`src/rtl/bcd_mod_counter.sv`:
```
// Two-digit BCD modulo counter with set mode and seven-segment outputs.
// Optional display blink in set mode: define BCD_BLINK_EN.
module bcd_mod_counter #(
  parameter int MOD       = 24,
  parameter int BLINK_DIV = 25000000
) (
  input  logic       clk,
  input  logic       rst,
  input  logic       tick,
  input  logic       modify,
  input  logic       add,
  input  logic       sub,
  output logic [3:0] value_ones,
  output logic [3:0] value_tens,
  output logic       carry_out,
  output logic [7:0] display0,
  output logic [7:0] display1
);

  if (MOD < 2 || MOD > 100) begin : g_bad_mod
    $error("bcd_mod_counter: MOD must be 2..100");
  end

  if (BLINK_DIV < 1) begin : g_bad_div
    $error("bcd_mod_counter: BLINK_DIV must be >= 1");
  end

  localparam logic [3:0] MAX_T = 4'((MOD - 1) / 10);
  localparam logic [3:0] MAX_O = 4'((MOD - 1) % 10);

  logic [3:0] tens_q, tens_d;
  logic [3:0] ones_q, ones_d;
  logic       carry_q, carry_d;
  logic       inc, dec;
  logic       at_max, at_zero;
  logic       blank;

  function automatic logic [7:0] seg(input logic [3:0] d);
    logic [7:0] s;
    case (d)
      4'd0:    s = 8'h02;
      4'd1:    s = 8'h9E;
      4'd2:    s = 8'h24;
      4'd3:    s = 8'h0C;
      4'd4:    s = 8'h98;
      4'd5:    s = 8'h48;
      4'd6:    s = 8'h40;
      4'd7:    s = 8'h1E;
      4'd8:    s = 8'h00;
      4'd9:    s = 8'h08;
      default: s = 8'hFF;
    endcase
    return s;
  endfunction

  assign inc     = modify ? (add & ~sub) : tick;
  assign dec     = modify & sub & ~add;
  assign at_max  = (tens_q == MAX_T) && (ones_q == MAX_O);
  assign at_zero = (tens_q == 4'd0) && (ones_q == 4'd0);

  // Next digits and carry; carry only on a tick-driven wrap.
  always_comb begin
    tens_d  = tens_q;
    ones_d  = ones_q;
    carry_d = 1'b0;
    unique case (1'b1)
      inc: begin
        if (at_max) begin
          tens_d  = 4'd0;
          ones_d  = 4'd0;
          carry_d = ~modify;
        end else if (ones_q == 4'd9) begin
          ones_d = 4'd0;
          tens_d = tens_q + 4'd1;
        end else begin
          ones_d = ones_q + 4'd1;
        end
      end
      dec: begin
        if (at_zero) begin
          tens_d = MAX_T;
          ones_d = MAX_O;
        end else if (ones_q == 4'd0) begin
          ones_d = 4'd9;
          tens_d = tens_q - 4'd1;
        end else begin
          ones_d = ones_q - 4'd1;
        end
      end
      default: begin
        tens_d = tens_q;
      end
    endcase
  end

  // Counter and carry registers.
  always_ff @(posedge clk or negedge rst) begin
    if (!rst) begin
      tens_q  <= 4'd0;
      ones_q  <= 4'd0;
      carry_q <= 1'b0;
    end else begin
      tens_q  <= tens_d;
      ones_q  <= ones_d;
      carry_q <= carry_d;
    end
  end

`ifdef BCD_BLINK_EN
  localparam int CW =
    (BLINK_DIV > 1) ? $clog2(BLINK_DIV) : 1;
  localparam logic [CW-1:0] BLAST =
    CW'(BLINK_DIV - 1);

  logic [CW-1:0] bcnt_q, bcnt_d;
  logic          phase_q, phase_d;

  // Blink divider; held in the on phase outside set mode.
  always_comb begin
    bcnt_d  = bcnt_q;
    phase_d = phase_q;
    if (!modify) begin
      bcnt_d  = '0;
      phase_d = 1'b1;
    end else if (bcnt_q == BLAST) begin
      bcnt_d  = '0;
      phase_d = ~phase_q;
    end else begin
      bcnt_d = bcnt_q + 1'b1;
    end
  end

  // Blink state registers.
  always_ff @(posedge clk or negedge rst) begin
    if (!rst) begin
      bcnt_q  <= '0;
      phase_q <= 1'b1;
    end else begin
      bcnt_q  <= bcnt_d;
      phase_q <= phase_d;
    end
  end

  assign blank = modify & ~phase_q;
`else
  assign blank = 1'b0;
`endif

  assign value_tens = tens_q;
  assign value_ones = ones_q;
  assign carry_out  = carry_q;

  assign display0 = blank ? 8'hFF : seg(ones_q);
  assign display1 = blank ? 8'hFF
                          : (seg(tens_q) | 8'h01);

endmodule

```
`config.mk`:
```
export PLATFORM = sky130hd
export DESIGN_NAME = bcd_mod_counter
export DESIGN_NICKNAME = d
export VERILOG_FILES = /design/src/rtl/bcd_mod_counter.sv
export SDC_FILE = /design/constraint.sdc
export NUM_CORES = 1
export LEC_CHECK = 0
export BUFFER_PORTS_ARGS = -buffer_cell sky130_fd_sc_hd__buf_4
export CORE_AREA = 2 2 54 77
export CTS_BUF_LIST = sky130_fd_sc_hd__clkbuf_4
export CTS_CLUSTER_SIZE = 10
export DETAILED_ROUTE_END_ITERATION = 8
export DIE_AREA = 0 0 56 79
export GPL_ROUTABILITY_DRIVEN = 0
export GPL_TIMING_DRIVEN = 0
export SETUP_SLACK_MARGIN = 0.4
export SLEW_MARGIN = 20
export SYNTH_ARGS = -nofsm -noshare
export SYNTH_HDL_FRONTEND = slang
export SYNTH_SLANG_ARGS = --single-unit
export TNS_END_PERCENT = 30
```
`constraint.sdc`:
```
create_clock -name clk -period 2.2 [get_ports clk]
set_input_delay 0.22 -clock clk [delete_from_list [all_inputs] [get_ports clk]]
set_output_delay 0.22 -clock clk [all_outputs]
set_load 0.005 [all_outputs]
```
==> impl_metrics.py <==
metrics = {
    "setup_path": {
        "cp.required_ns": 2.33,
        "path_max_fanout": 4,
        "critical_path.startpoint_type": "flip-flop",
        "path_class": "flip-flop to flip-flop",
        "path_cells": "inv_4 -> ha_4 -> or3b_4 -> o211a_4 -> a21oi_4 -> mux2_4",
        "ff2ff_setup_slack_ns": 0.30,
        "end_kind": "flip-flop",
        "crit_family": "flip-flops",
        "crit_slowest_cell": "dfrtp_2",
        "arrival_ns": 2.03,
        "path_buf_inv": 1,
        "slowest_delay_ns": 0.45,
    },
    "clock_tree": {
        "cts.sinks": 9,
        "numCtsBuffers": 3,
        "clkLatencyLatePin_ns": 0.25,
        "cts.clk_slew.worst_paths_ns": 0.06,
        "clk_path_buf_depth": 2,
        "cts_tree": "done",
        "cts_root_buf": "clkbuf_4",
        "h-tree-depth": 1,
    },
    "synth": {
        "synthArstFlopShare": 1.00,
        "synthDistinctLibCells": 51,
        "synthCells": 143,
        "synthAdderAreaFrac": 0.122,
        "syn-cell-area_mm2": 0.00112,
        "synth_top_flop_cell": "dfrtp_1",
        "yosysSeqAreaShare": 0.200,
        "synth-compound-area-share": 0.306,
        "synth_top_family_by_area": "compound AO/OA/AOI/OAI gates",
        "synth_xor_area_frac": 0.0156,
        "synth-edff-count": 0,
        "syn-num-nets": 160,
        "ys_ff_latch": 9,
        "synth.avg_cell_area_um2": 7.87,
        "synthMuxAreaShare": 0.0400,
        "synthSimpleGateAreaFrac": 0.244,
        "ys_warn_count": 0,
    },
    "timing": {
        "worst_pin_slew_ns": 0.763,
        "hold_slack_ns": 0.319,
        "slew_violations": 0,
        "rsz0062_at_grt": "yes",
        "post-route-period-util": 0.863,
        "hold_violations": 0,
        "fin_skew_ns": 0.00572,
        "setup_slack_ns": 0.301,
        "post-route-min-period_ns": 1.90,
        "fmax_mhz": 527,
        "setup_viol": 0,
        "maxSlewHeadroom": 0.487,
    },
    "worst_hold_path": {
        "hold_class": "input port to async pin",
    },
    "floorplan": {
        "die_y_um": 79,
        "core_mm2": 0.00378,
        "die_w_um": 56,
        "start_util": 0.297,
        "pin_count": 31,
        "rows": 27,
        "fp.dieArea_mm2": 0.00442,
    },
    "job": {
        "maxCapViolCount": 0,
    },
    "detailed_routing": {
        "postRouteAntennaNets": 0,
        "vias": 1255,
        "drt_pre_antenna_iters": 4,
        "drc": 0,
        "via_per_inst": 5.27,
        "drt_wl_total_mm": 3.36,
        "first_iter_violations": 41,
        "wl_per_cell_um": 14.1,
    },
    "placement": {
        "dp_hpwl_mm": 2.37,
        "pre_cts_ws_ns": -0.0183,
        "placed_cells": 215,
        "port_buffers": 29,
    },
    "pwr": {
        "powerDensity_mw_per_mm2": 1500,
        "p_leak_uw": 0.000752,
        "peakVddDrop_uv": 897,
    },
    "global_routing": {
        "grt_use_total": 0.149,
        "antenna_found_initial": 0,
        "grt_max_degree": 11,
        "grt_pass1_vias": 1184,
        "grt_pass1_wl_mm": 5.38,
        "grt_remaining_overflow": 0,
    },
    "outcome": {
        "outcome": "finished clean",
    },
    "cells_and_area": {
        "antenna_cells": 0,
        "area_growth_syn_to_layout_pct": 51.1,
        "final_cells": 238,
        "nNetsFinal": 213,
        "drive_above_1_share": 0.487,
    },
}
[layout make-up]
type	instances	area, µm²
buffer	7	45.0
clock buffer	4	30.0
fill	402	2080
inverter	10	48.8
multi-input combinational	117	923
sequential	9	231
tap	43	53.8
timing repair buffer	48	367
[layout by cell type (no fill, tap or decap), types with 5 or more instances in the layout]
cell / instances
buf_4: 48
nand2_1: 13
nor2_1: 11
o21ai_0: 9
a21oi_1: 9
ha_1: 5
dfrtp_2: 5
[Yosys cell counts, types with 2 or more instances]
library cell,instances,area share
buf_2,2,0.0089
ha_1,11,0.12
nand2_1,15,0.050
o211ai_1,2,0.013
a31oi_1,4,0.022
o22ai_1,2,0.011
mux2i_1,3,0.027
a22oi_1,2,0.013
a21oi_1,12,0.053
or2_2,3,0.017
xor2_1,2,0.016
nor3_1,3,0.013
a211oi_1,4,0.027
nand3b_1,3,0.020
nand3_1,3,0.013
nor2_1,11,0.037
o21ai_0,9,0.040
clkbuf_1,2,0.0067
inv_1,10,0.033
dfrtp_1,9,0.20
[cell families (layout without fill, tap and decap cells)]
group | count (synthesis) | count (layout)
xor+xnor | 2 | 2
other cells | 1 | 1
buf+inv | 17 | 69
fa+ha+maj | 11 | 11
mux | 4 | 4
flops | 9 | 9
compound gates | 49 | 49
simple gates | 50 | 50
[through the flow]
step / utilization / total power [µW] / setup TNS (ns) / instance area, µm²
finish: 0.449 / 2550 / 0 / 1700
global route: 0.449 / 2790 / 0 / 1700
CTS: 0.430 / 2420 / 0 / 1630
detailed placement: 0.374 / 1990 / -0.0183 / 1410
global placement: 0.374 / 2000 / -0.0129 / 1410
floorplan: - / 1310 / 0 / 1140
[report_power, final]
group	switching, µW	internal (µW)
sequential	128	248
combinational	965	1080
clock	51.5	81.8
[timing repair]
action                                  in CTS  in global routing
endpoints found under the hold margin        9                  0
resized for setup                           21                 14
pin swaps                                    5                  2
hold buffers                                 1                  0
endpoints found under the setup margin      19                 21
setup buffers                               14                  4
[state kept, by name, indices dropped and copies added (netlist names)]
| register | cells |
|---|---|
| value_tens | 4 |
| carry_out | 1 |
| value_ones | 4 |
[metal layers]
| layer | wire length [µm] | track usage | vias up |
|---|---|---|---|
| met5 | 0 | 0 | - |
| met4 | 85 | 0.0429 | 0 |
| met3 | 149 | 0.0277 | 8 |
| met2 | 1830 | 0.295 | 44 |
| met1 | 1300 | 0.156 | 577 |
| li1 | - | - | 626 |
[worst paths after layout]
path                                from             to  cells past startpoint
min                                  rst  value_ones[3]                      2
min in group clk                  modify      carry_out                      3
min reg2reg                value_tens[1]  value_tens[1]                      2
max in group asynchronous            rst  value_tens[1]                      2
max                        value_ones[0]  value_tens[0]                      6
max reg2reg                value_ones[0]  value_tens[0]                      6
Power figures use the tool's default switching activity.
